### src/rtl/ram_arbiter_pkg.sv
`default_nettype none
// ============================================================================
// Module   : ram_arbiter_pkg
// Brief    : Shared owner-state encodings and default bus widths for ram_arbiter.
// Revision : 1.0
// ============================================================================
package ram_arbiter_pkg;

    localparam int DEF_WIDTH         = 8;
    localparam int DEF_ADDRESS_WIDTH = 4;
    localparam int BURST_CNT_W       = 4;

    typedef enum logic [1:0] {
        ST_IDLE = 2'd0,
        ST_CPU  = 2'd1,
        ST_LDR  = 2'd2
    } owner_e;

    typedef enum logic {
        SIDE_CPU = 1'b0,
        SIDE_LDR = 1'b1
    } side_e;

endpackage
`default_nettype wire

### src/rtl/ram_arbiter.sv
`default_nettype none
// ============================================================================
// Module   : ram_arbiter
// Brief    : Round-robin, burst-bounded arbiter sharing one synchronous RAM
//            between the CPU control path and the program loader.
// Revision : 1.0
// ============================================================================
module ram_arbiter
    import ram_arbiter_pkg::*;
#(
    parameter int WIDTH         = DEF_WIDTH,
    parameter int ADDRESS_WIDTH = DEF_ADDRESS_WIDTH,
    parameter int MAX_BURST     = 4
) (
    input  logic                     clk,
    input  logic                     reset,

    input  logic                     cpu_req,
    input  logic                     cpu_we,
    input  logic [ADDRESS_WIDTH-1:0] cpu_addr,
    input  logic [WIDTH-1:0]         cpu_wdata,
    output logic                     cpu_gnt,
    output logic                     cpu_rvalid,

    input  logic                     ldr_req,
    input  logic                     ldr_we,
    input  logic [ADDRESS_WIDTH-1:0] ldr_addr,
    input  logic [WIDTH-1:0]         ldr_wdata,
    input  logic                     ldr_lock,
    output logic                     ldr_gnt,
    output logic                     ldr_rvalid,

    output logic [WIDTH-1:0]         rdata,

    output logic                     ram_en,
    output logic                     ram_we,
    output logic [ADDRESS_WIDTH-1:0] ram_addr,
    output logic [WIDTH-1:0]         ram_wdata,
    input  logic [WIDTH-1:0]         ram_rdata,

    output logic                     cpu_hold
);

    localparam logic [BURST_CNT_W-1:0] BURST_MAX  = BURST_CNT_W'(MAX_BURST);
    localparam logic [BURST_CNT_W-1:0] BURST_LAST = BURST_CNT_W'(MAX_BURST - 1);

    owner_e                   state, state_next;
    side_e                    last, last_next;
    logic [BURST_CNT_W-1:0]   burst_cnt, burst_cnt_next;
    logic                     cpu_xfer, ldr_xfer, burst_done;

    always_ff @(posedge clk) begin
        if (reset) begin
            state      <= ST_IDLE;
            last       <= SIDE_LDR;
            burst_cnt  <= '0;
            cpu_rvalid <= 1'b0;
            ldr_rvalid <= 1'b0;
        end else begin
            state      <= state_next;
            last       <= last_next;
            burst_cnt  <= burst_cnt_next;
            cpu_rvalid <= cpu_xfer & ~cpu_we;
            ldr_rvalid <= ldr_xfer & ~ldr_we;
        end
    end

    always_comb begin
        cpu_xfer       = (state == ST_CPU) && cpu_req;
        ldr_xfer       = (state == ST_LDR) && ldr_req;
        // >= rather than == so a loader that drops lock after saturating still yields
        burst_done     = (burst_cnt >= BURST_LAST);
        state_next     = state;
        last_next      = last;
        burst_cnt_next = burst_cnt;

        if ((cpu_xfer || ldr_xfer) && (burst_cnt != BURST_MAX))
            burst_cnt_next = burst_cnt + 1'b1;

        case (state)
            ST_IDLE: begin
                if (cpu_req && ldr_req)
                    state_next = (last == SIDE_LDR) ? ST_CPU : ST_LDR;
                else if (cpu_req)
                    state_next = ST_CPU;
                else if (ldr_req)
                    state_next = ST_LDR;
            end
            ST_CPU: begin
                if (!cpu_req || (burst_done && ldr_req)) begin
                    state_next = ldr_req ? ST_LDR : ST_IDLE;
                    last_next  = SIDE_CPU;
                end
            end
            ST_LDR: begin
                if (!ldr_req || (burst_done && cpu_req && !ldr_lock)) begin
                    state_next = cpu_req ? ST_CPU : ST_IDLE;
                    last_next  = SIDE_LDR;
                end
            end
            default: state_next = ST_IDLE;
        endcase

        if (state_next != state)
            burst_cnt_next = '0;
    end

    always_comb begin
        ram_en    = 1'b0;
        ram_we    = 1'b0;
        ram_addr  = '0;
        ram_wdata = '0;
        case (state)
            ST_CPU: begin
                ram_en    = cpu_req;
                ram_we    = cpu_we & cpu_req;
                ram_addr  = cpu_addr;
                ram_wdata = cpu_wdata;
            end
            ST_LDR: begin
                ram_en    = ldr_req;
                ram_we    = ldr_we & ldr_req;
                ram_addr  = ldr_addr;
                ram_wdata = ldr_wdata;
            end
            default: ;
        endcase
    end

    assign cpu_gnt  = (state == ST_CPU);
    assign ldr_gnt  = (state == ST_LDR);
    assign cpu_hold = (state == ST_LDR);
    assign rdata    = ram_rdata;

endmodule
`default_nettype wire

### config.mk
export PLATFORM = sky130hd
export DESIGN_NAME = ram_arbiter
export DESIGN_NICKNAME = d
export VERILOG_FILES = /design/src/rtl/ram_arbiter_pkg.sv /design/src/rtl/ram_arbiter.sv
export SDC_FILE = /design/constraint.sdc
export NUM_CORES = 1
export LEC_CHECK = 0
export CAP_MARGIN = 20
export CELL_PAD_IN_SITES_DETAIL_PLACEMENT = 1
export CELL_PAD_IN_SITES_GLOBAL_PLACEMENT = 1
export CORE_ASPECT_RATIO = 1.1
export CORE_MARGIN = 2
export CORE_UTILIZATION = 24
export DETAILED_ROUTE_END_ITERATION = 7
export PLACE_DENSITY = 0.81
export RECOVER_POWER = 50
export SYNTH_ARGS = -nofsm -noshare
export SYNTH_HDL_FRONTEND = slang
export SYNTH_SLANG_ARGS = --single-unit
### constraint.sdc
create_clock -name clk -period 2.3 [get_ports clk]
set_input_delay 0.46 -clock clk [delete_from_list [all_inputs] [get_ports clk]]
set_output_delay 0.46 -clock clk [all_outputs]
set_load 0.005 [all_outputs]
# Yosys cells after proc, flatten, opt, wreduce, memory -nomap -nowiden
# Cells that the tools add are included.
# word_totals
ff_bits	9
input_bits	39
output_inout_bits	27
wordCells	52
# classes
addsub	1
n_lt_le_gt_ge	1
n_eq_ne	6
n_mux	16
bitwise	6
reduce_logical	17
# op_table
op	n
$pmux W8 S2	1
$mux W2	7
$pmux W4 S2	1
$logic_and A1 B1 Y1	7
$pmux W1 S2	3
$pmux W2 S3	1
$add A4 B1 Y4 const B	1
$and A1 B1 Y1	4
$ge A4 B2 Y1 const B	1
$ne A2 B1 Y1 const B	2
$ne A4 B3 Y1 const B	1
$logic_not A1 Y1	3
$logic_or A1 B1 Y1	3
$mux W1	3
$reduce_and A3 Y1	1
$eq A2 B1 Y1 const B	1
$eq A2 B2 Y1 const B	1
$logic_not A2 Y1	1
$ne A2 B2 Y1	1
$not A1 Y1	2
$reduce_bool A2 Y1	1
$reduce_or A2 Y1	1

# Depth between registers and ports, before layout
# logic_depth
ltp_word	8
mapped_depth	8
mapped_depth_nobuf	7

# Worst setup path before layout
# Ideal clock, no wire load.
# synth_timing
path_type	register to output
from	register state[0]
to	output port ram_we
arrival_ns	1.370
required_time_ns	1.840
slack_ns	0.470
path_stages_with_launch	7
path_buffers	2
path_cell_list	dfxtp_1 inv_1 ha_1 buf_6 clkbuf_1 nand3_1 a21boi_0
# synth_between
elab_chain_len	2
elab_cells_between_ends	3
cone_classes	2 x eq/ne; 1 x mux
# synth_lines
element	line_no	rtl
from (decl)	ram_arbiter.sv:47	owner_e state, state_next;
from (signal assigned)	ram_arbiter.sv:60	state <= state_next;
$eq A2 B2 Y1	--	
named net cpu_hold	ram_arbiter.sv:41	output logic cpu_hold
$pmux W1 S2	ram_arbiter.sv:113	case (state)
to (decl)	ram_arbiter.sv:36	output logic ram_we,
# The timed path passes the listed nets, and every way through them passes these cells.

# Worst setup path after layout
# layout_timing
from	register state[0]
to	output port ram_en
# layout_between
elab_chain_len	2
elab_cells_between_ends	3
cone_classes	2 x eq/ne; 1 x mux
# layout_lines
element	line_no	rtl
$eq A2 B2 Y1 / $eq A2 B1 Y1 (equally long branches)	ram_arbiter.sv:113	
$pmux W1 S2 *	ram_arbiter.sv:113	
to (decl)	ram_arbiter.sv:35	output logic ram_en,
# Mark *: on every way between the ends. The rest lies on a longest branch, timed or not.

==> flow_summary.yaml <==
pwr:
  clkPwrFrac_pct: 17.7
  p_leak_nw: 0.6130
  ir_worst_vdd_uv: 240.6
  p_seq_share_pct: 20.7
  switching_share_pct: 36.23
  power_density_nw_per_um2: 611.6
  netSwitchingPower_mw: 0.3679
  internal_power_mw: 0.6475
  finalPower_mw: 1.015
  p_comb_share_pct: 61.6
logic_synthesis:
  synth_area_um2: 979.7
  synthFlopType: "dfxtp_1"
  syn_inst: 123
  synth.distinct_cells: 40
  syn-num-nets: 168
  avgSynthCellArea_um2: 7.965
  ys_seq_elements: 9
  synth_warnings: 0
  synth-edff-count: 0
  async_flop_share_pct: 0
  synth_seq_area_share_pct: 18.39
setup_path:
  crit_type: "register to output port"
  critical_path_arrival_ns: 1.77
  cp-startpoint: "state[0]$_SDFF_PP0_"
  r2r-start: "state[0]$_SDFF_PP0_"
  critPathMaxFanout: 9
  cp-end-kind: "output port"
  cp-start-kind: "register"
  required_ns: 1.84
hold_path:
  worstHoldStart: "burst_cnt[1]$_SDFFE_PP0P_"
  min_path_type: "register to register"
floorplanning:
  initial_utilization_pct: 24.90
  die_h_um: 71.01
  die_area_um2: 4610
  core_area_um2: 3934
  rows: 24
  io_pins: 66
  die_w_um: 64.92
sta:
  setup_viol: 0
  max_freq_mhz: 447.5
  slew_viol_final: 0
  hold_viol_final: 0
  fin_tns_setup_ns: 0
  skew_ns: 0.006072
  setup_slack_ns: 0.06516
  max_slew_margin_pct: 60.96
  fin_crit_sh_pct: 97.17
  post-route-min-period_ns: 2.235
  hold_slack_ns: 0.5707
  tightest_slew_ns: 0.5792
global_route:
  grt_pass1_wl_mm: 5.368
  gr-total-overflow: 0
  grt_pass1_vias: 1183
  grt_max_degree: 18
  antenna_found_initial: 0
  grt.total_usage_pct: 14.57
route:
  wl_per_cell_um: 15.17
  drt_iter0_drc: 13
  wirelength_mm: 3.504
  num_vias: 1125
  drtPass1Iterations: 4
  drtAntennaViolNets: 0
  drcViolationCount: 0
  via_per_inst: 4.870
clock_tree:
  cts_made_buffers: 3
  clock_sinks: 9
  path_clk_slew_ns: 0.04
  cts-root-buf: "clkbuf_8"
  cts_max_level: 1
  clk_path_buf_depth: 2
  clk_latency_ns: 0.23
  holdBufCountCts: 0
  cts_tree: "yes"
cells_and_area:
  fill_cells: 471
  final_util_pct: 42.21
  drive_above_1_share_pct: 21.79
  instances_no_fill: 231
  area_growth_pct: 69.48
  fin_nets: 225
  final_area_um2: 1660
  antenna_cells: 0
place:
  gp_congestion: 0.8609
  dp_slack_ns: -0.001771
  dp_cells: 224
  hpwl_mm: 2.747
  placed_cell_area_um2: 1539
  io_buffer_count: 49
run:
  max_cap_violations: 0
outcome:
  outcome: "completed"
[sequential cells by signal, indices dropped and copies added, names as in the netlist]
register    count
cpu_rvalid      1
last            1
ldr_rvalid      1
state           2
burst_cnt       4
[critical path, cell delays in order, from the launching register on]
cell             delay (ns)
dfxtp_4                0.36
inv_2                  0.11
ha_4                   0.15
buf_6                  0.13
nand2_1                0.09
nand2_2                0.08
and2_1                 0.12
clkdlybuf4s50_1        0.49
[layout by cell type, fill, tap and decap left out, types with 4 or more instances in the layout]
cell type        count
clkdlybuf4s50_1     44
buf_4               14
nor2b_1             13
a22oi_1             12
nand2_1              7
dfxtp_1              7
a21oi_1              5
o21ai_0              5
nor3_1               5
inv_1                4
[worst paths after layout]
path	end	depth (start not counted)	slack, ns
worst max-delay path	ram_en	7	0.07
worst max register to register	burst_cnt[3]$_SDFFE_PP0P_	10	0.29
worst min-delay path	burst_cnt[1]$_SDFFE_PP0P_	2	0.57
worst min register to register	burst_cnt[1]$_SDFFE_PP0P_	2	0.57
[power by group through the flow]
stage	sequential [mW]	combinational, mW	clock (mW)
floorplan	0.202	0.319	0
detailed placement	0.204	0.566	0
finish	0.210	0.625	0.180
global placement	0.204	0.548	0
CTS	0.203	0.581	0.183
global route	0.212	0.682	0.191
[Yosys cell counts, types with 2 or more instances]
cell type   n  area [µm²]
a211oi_1    3       22.52
a21o_1      2       15.01
a21oi_1     5       25.02
a21oi_2     2       17.52
a22oi_1    12       90.09
buf_4      11       82.58
buf_6       2       22.52
clkbuf_1    3       11.26
dfxtp_1     9       180.2
ha_1        6       75.07
inv_1       6       22.52
nand2_1     8       30.03
nand3_1     3       15.01
nor2_1      3       11.26
nor2b_1    13       81.33
nor3_1      5       25.02
nor3b_1     2       15.01
o21ai_0     5       25.02
or3_1       2       12.51
[timing repair]
item                       CTS  global route
setup buffers                0             2
setup endpoints to repair   14            14
cloned                       0             1
resized for setup            5            13
[metal layers]
layer | part of all wire [%] | GRT usage [%] | up-vias | wire length (µm)
met4 | 0.11 | 2.364 | 0 | 4
met5 | 0 | 0 | - | 0
met2 | 54 | 28.06 | 40 | 1877
li1 | - | - | 552 | -
met3 | 8.0 | 4.134 | 2 | 281
met1 | 38 | 15.76 | 531 | 1341
[cell type report]
class,instances,area (µm²),share of cell area (%)
tap,52,65.06,3.919
sequential,9,185.2,11.15
inverter,7,26.28,1.583
clock buffer,4,45.04,2.713
timing repair buffer,68,641.9,38.66
multi-input combinational,91,696.9,41.97
[cell families (layout without fill, tap and decap cells)]
family | Yosys count | after routing | synth area share (%)
simple gates | 45 | 45 | 27.33
compound gates | 38 | 38 | 30.14
buf+inv | 23 | 79 | 14.56
flops | 9 | 9 | 18.39
fa+ha+maj | 6 | 6 | 7.663
xor+xnor | 1 | 1 | 0.8942
mux | 1 | 1 | 1.022
(Power assumes the default switching activity.)
==> variant: new RTL, same settings <==
Change the package constant `BURST_CNT_W` from 4 to 5.
--- a/src/rtl/ram_arbiter_pkg.sv
+++ b/src/rtl/ram_arbiter_pkg.sv
@@ -10,3 +10,3 @@
     localparam int DEF_ADDRESS_WIDTH = 4;
-    localparam int BURST_CNT_W       = 4;
+    localparam int BURST_CNT_W       = 5;
 
Check against the original RTL: same outputs for any inputs over 10 cycles, from zero or initial values and one cycle with reset high; that may be too few to reach the edited logic, so the function may still have changed.
==> variant against the original RTL <==
- design area up 1.4%
- maximum frequency is 2.0% lower
- power grew 1.1%
- worst hold slack improved by 0.061 ns
- clock power rose by 26%
- wire length up 6.2%
- sequential cell count rose by 1
- critical path depth stayed put
- synthesized area is 1.9% lower
- worst setup slack got worse by 0.045 ns
- critical path type unchanged
- critical endpoint is now ram_addr[2]
==> variant: results (changes against the original RTL) <==
antennaDiodeCount: 0  # unchanged
grt_pass1_wl_um: 5890  # +9.8%
fin_worst_skew_ns: 0.00461  # -0.00146 ns
antenna_found_initial: 0  # unchanged
firstDrtPassIters: 4  # unchanged
pwr-share-seq: 0.202  # -0.005
fin_nets: 221  # -1.8%
reg2regPathDepth: 9  # -1
holdWs_ns: 0.632  # +0.0609 ns
cts_root_buf: "clkbuf_8"
r2r_slack_ns: 0.27  # -0.02 ns
p_switching_uw: 357  # -2.9%
clk_pin_slew_ns: 0.05
leakage_nw: 0.739  # +21%
vias_per_cell: 4.90  # +0.68%
synth_flop_cell: "dfxtp_1"
status: "complete, no violations"
critPathArrivalTime_ns: 1.82  # +0.05 ns
synth_top_cells_by_count: "nor2b_1 (13), a22oi_1 (12), dfxtp_1 (10)"
netlist_top_cells_area: "dfxtp_1 (21%), a22oi_1 (9.4%), nor2b_1 (8.5%)"
min_to: "burst_cnt[1]"
clockBufferDepth: 2  # unchanged
yosys_warnings: 0  # unchanged
reg.largest.list: "burst_cnt: 5 flops, state: 2 flops"
hp-start: "burst_cnt[1]"
timing.rr.start: "state[1]"
slew_violations: 0  # unchanged
path_max_fanout: 9  # unchanged
clock_latency_ns: 0.25  # +0.02 ns
min_path_type: "register to register"
wl_per_cell_um: 16.4  # +8.1%
syn_nets: 165  # -1.8%
cts_buffers: 3  # unchanged
hold_depth: 2  # unchanged
synth_cell_types: 34  # -15%
drive_gt1_frac: 0.211  # -0.00645
gp_congestion: 0.860  # -0.16%
ys_seq_area_frac: 0.208  # +0.0244
grt_use_total: 0.166  # +0.0203
port_buffers: 49  # unchanged
dp_hpwl_um: 2820  # +2.8%
async_flop_share: 0  # unchanged
h-tree-depth: 1  # unchanged
slew_headroom: 0.721  # +0.111
vdd_drop_max_uv: 162  # -33%
grt_start_max_net_pins: 11  # -7
drt_iter0_drc: 20  # +7
r2r-end: "burst_cnt[1]"
grt_pass1_vias: 1271  # +7.4%
==> variant: cell count changes after synthesis, moves of 3 or more <==
cell,delta
nor2_1,+4
xnor2_1,+3
o21ai_0,-5
a21oi_1,-3
nor4_1,+5
==> variant: repair_timing <==
action	in CTS	in global routing
gates cloned	0	0
buffers inserted	0	0
endpoints found under the setup margin	14	11
hold endpoints to repair	0	0
resized for setup	16	14
==> variant: power groups by stage <==
stage	logic [mW]	registers [mW]	clock network (mW)
finish	0.594	0.207	0.226
global route	0.639	0.209	0.234
CTS	0.583	0.207	0.231
detailed placement	0.555	0.207	0
global placement	0.528	0.205	0
floorplan	0.298	0.207	0
==> variant: layout make-up <==
| type | instances | area (sq um) |
|---|---|---|
| multi-input cells | 91 | 713 |
| flip-flops and latches | 10 | 204 |
| repair buffers | 65 | 628 |
| inverters | 5 | 18.8 |
| fillers | 461 | 2220 |
| well taps | 52 | 65.1 |
| clock buffers | 4 | 55.1 |
==> variant: how the worst max path moves through the flow <==
| stage | from | cells past startpoint | to |
|---|---|---|---|
| after floorplan | state[0] | 8 | burst_cnt[0] |
| after CTS | state[1] | 7 | ram_addr[1] |
| after global placement | ldr_req | 5 | ram_en |
| after detailed placement | ldr_req | 8 | burst_cnt[2] |
| final | state[1] | 7 | ram_addr[2] |
| after global routing | state[1] | 7 | ram_addr[2] |
==> variant: cells by family (layout without fill, tap and decap cells) <==
family          count (synthesis)  in the layout  share of synthesized area
simple gates                   49             49                      0.280
compound gates                 30             30                      0.267
xor+xnor                        4              4                     0.0365
buf+inv                        19             74                      0.109
fa+ha+maj                       6              6                     0.0781
flops                          10             10                      0.208
mux                             2              2                     0.0208
==> variant: critical path, stage by stage, from the launching register on <==
cell and delay [ns]:
dfxtp_4 0.36, inv_2 0.08, buf_4 0.14, ha_4 0.14
buf_6 0.14, a22oi_2 0.07, nor2b_1 0.12, clkdlybuf4s50_1 0.52
==> variant: layer usage <==
metal / up-vias / track usage / part of all wire / wire [um]
met3: 9 / 0.0403 / 0.073 / 271
met4: 0 / 0.0993 / 0.030 / 113
li1: 535 / - / - / -
met5: - / 0 / 0 / 0
met1: 521 / 0.168 / 0.38 / 1420
met2: 48 / 0.302 / 0.52 / 1920
==> variant: stage by stage <==
step / setup slack (ns) / cells / instance area, sq um / setup TNS [ns] / utilization
6_report: 0.0201 / 227 / 1680 / 0 / 0.431
3_3_place_gp: -0.00214 / 223 / 1550 / -0.00214 / 0.397
3_5_place_dp: -0.151 / 223 / 1550 / -0.696 / 0.397
5_1_grt: -0.0264 / 227 / 1680 / -0.0466 / 0.431
2_1_floorplan: 0.318 / 120 / 961 / 0 / -
4_1_cts: 0.0134 / 227 / 1640 / 0 / 0.421
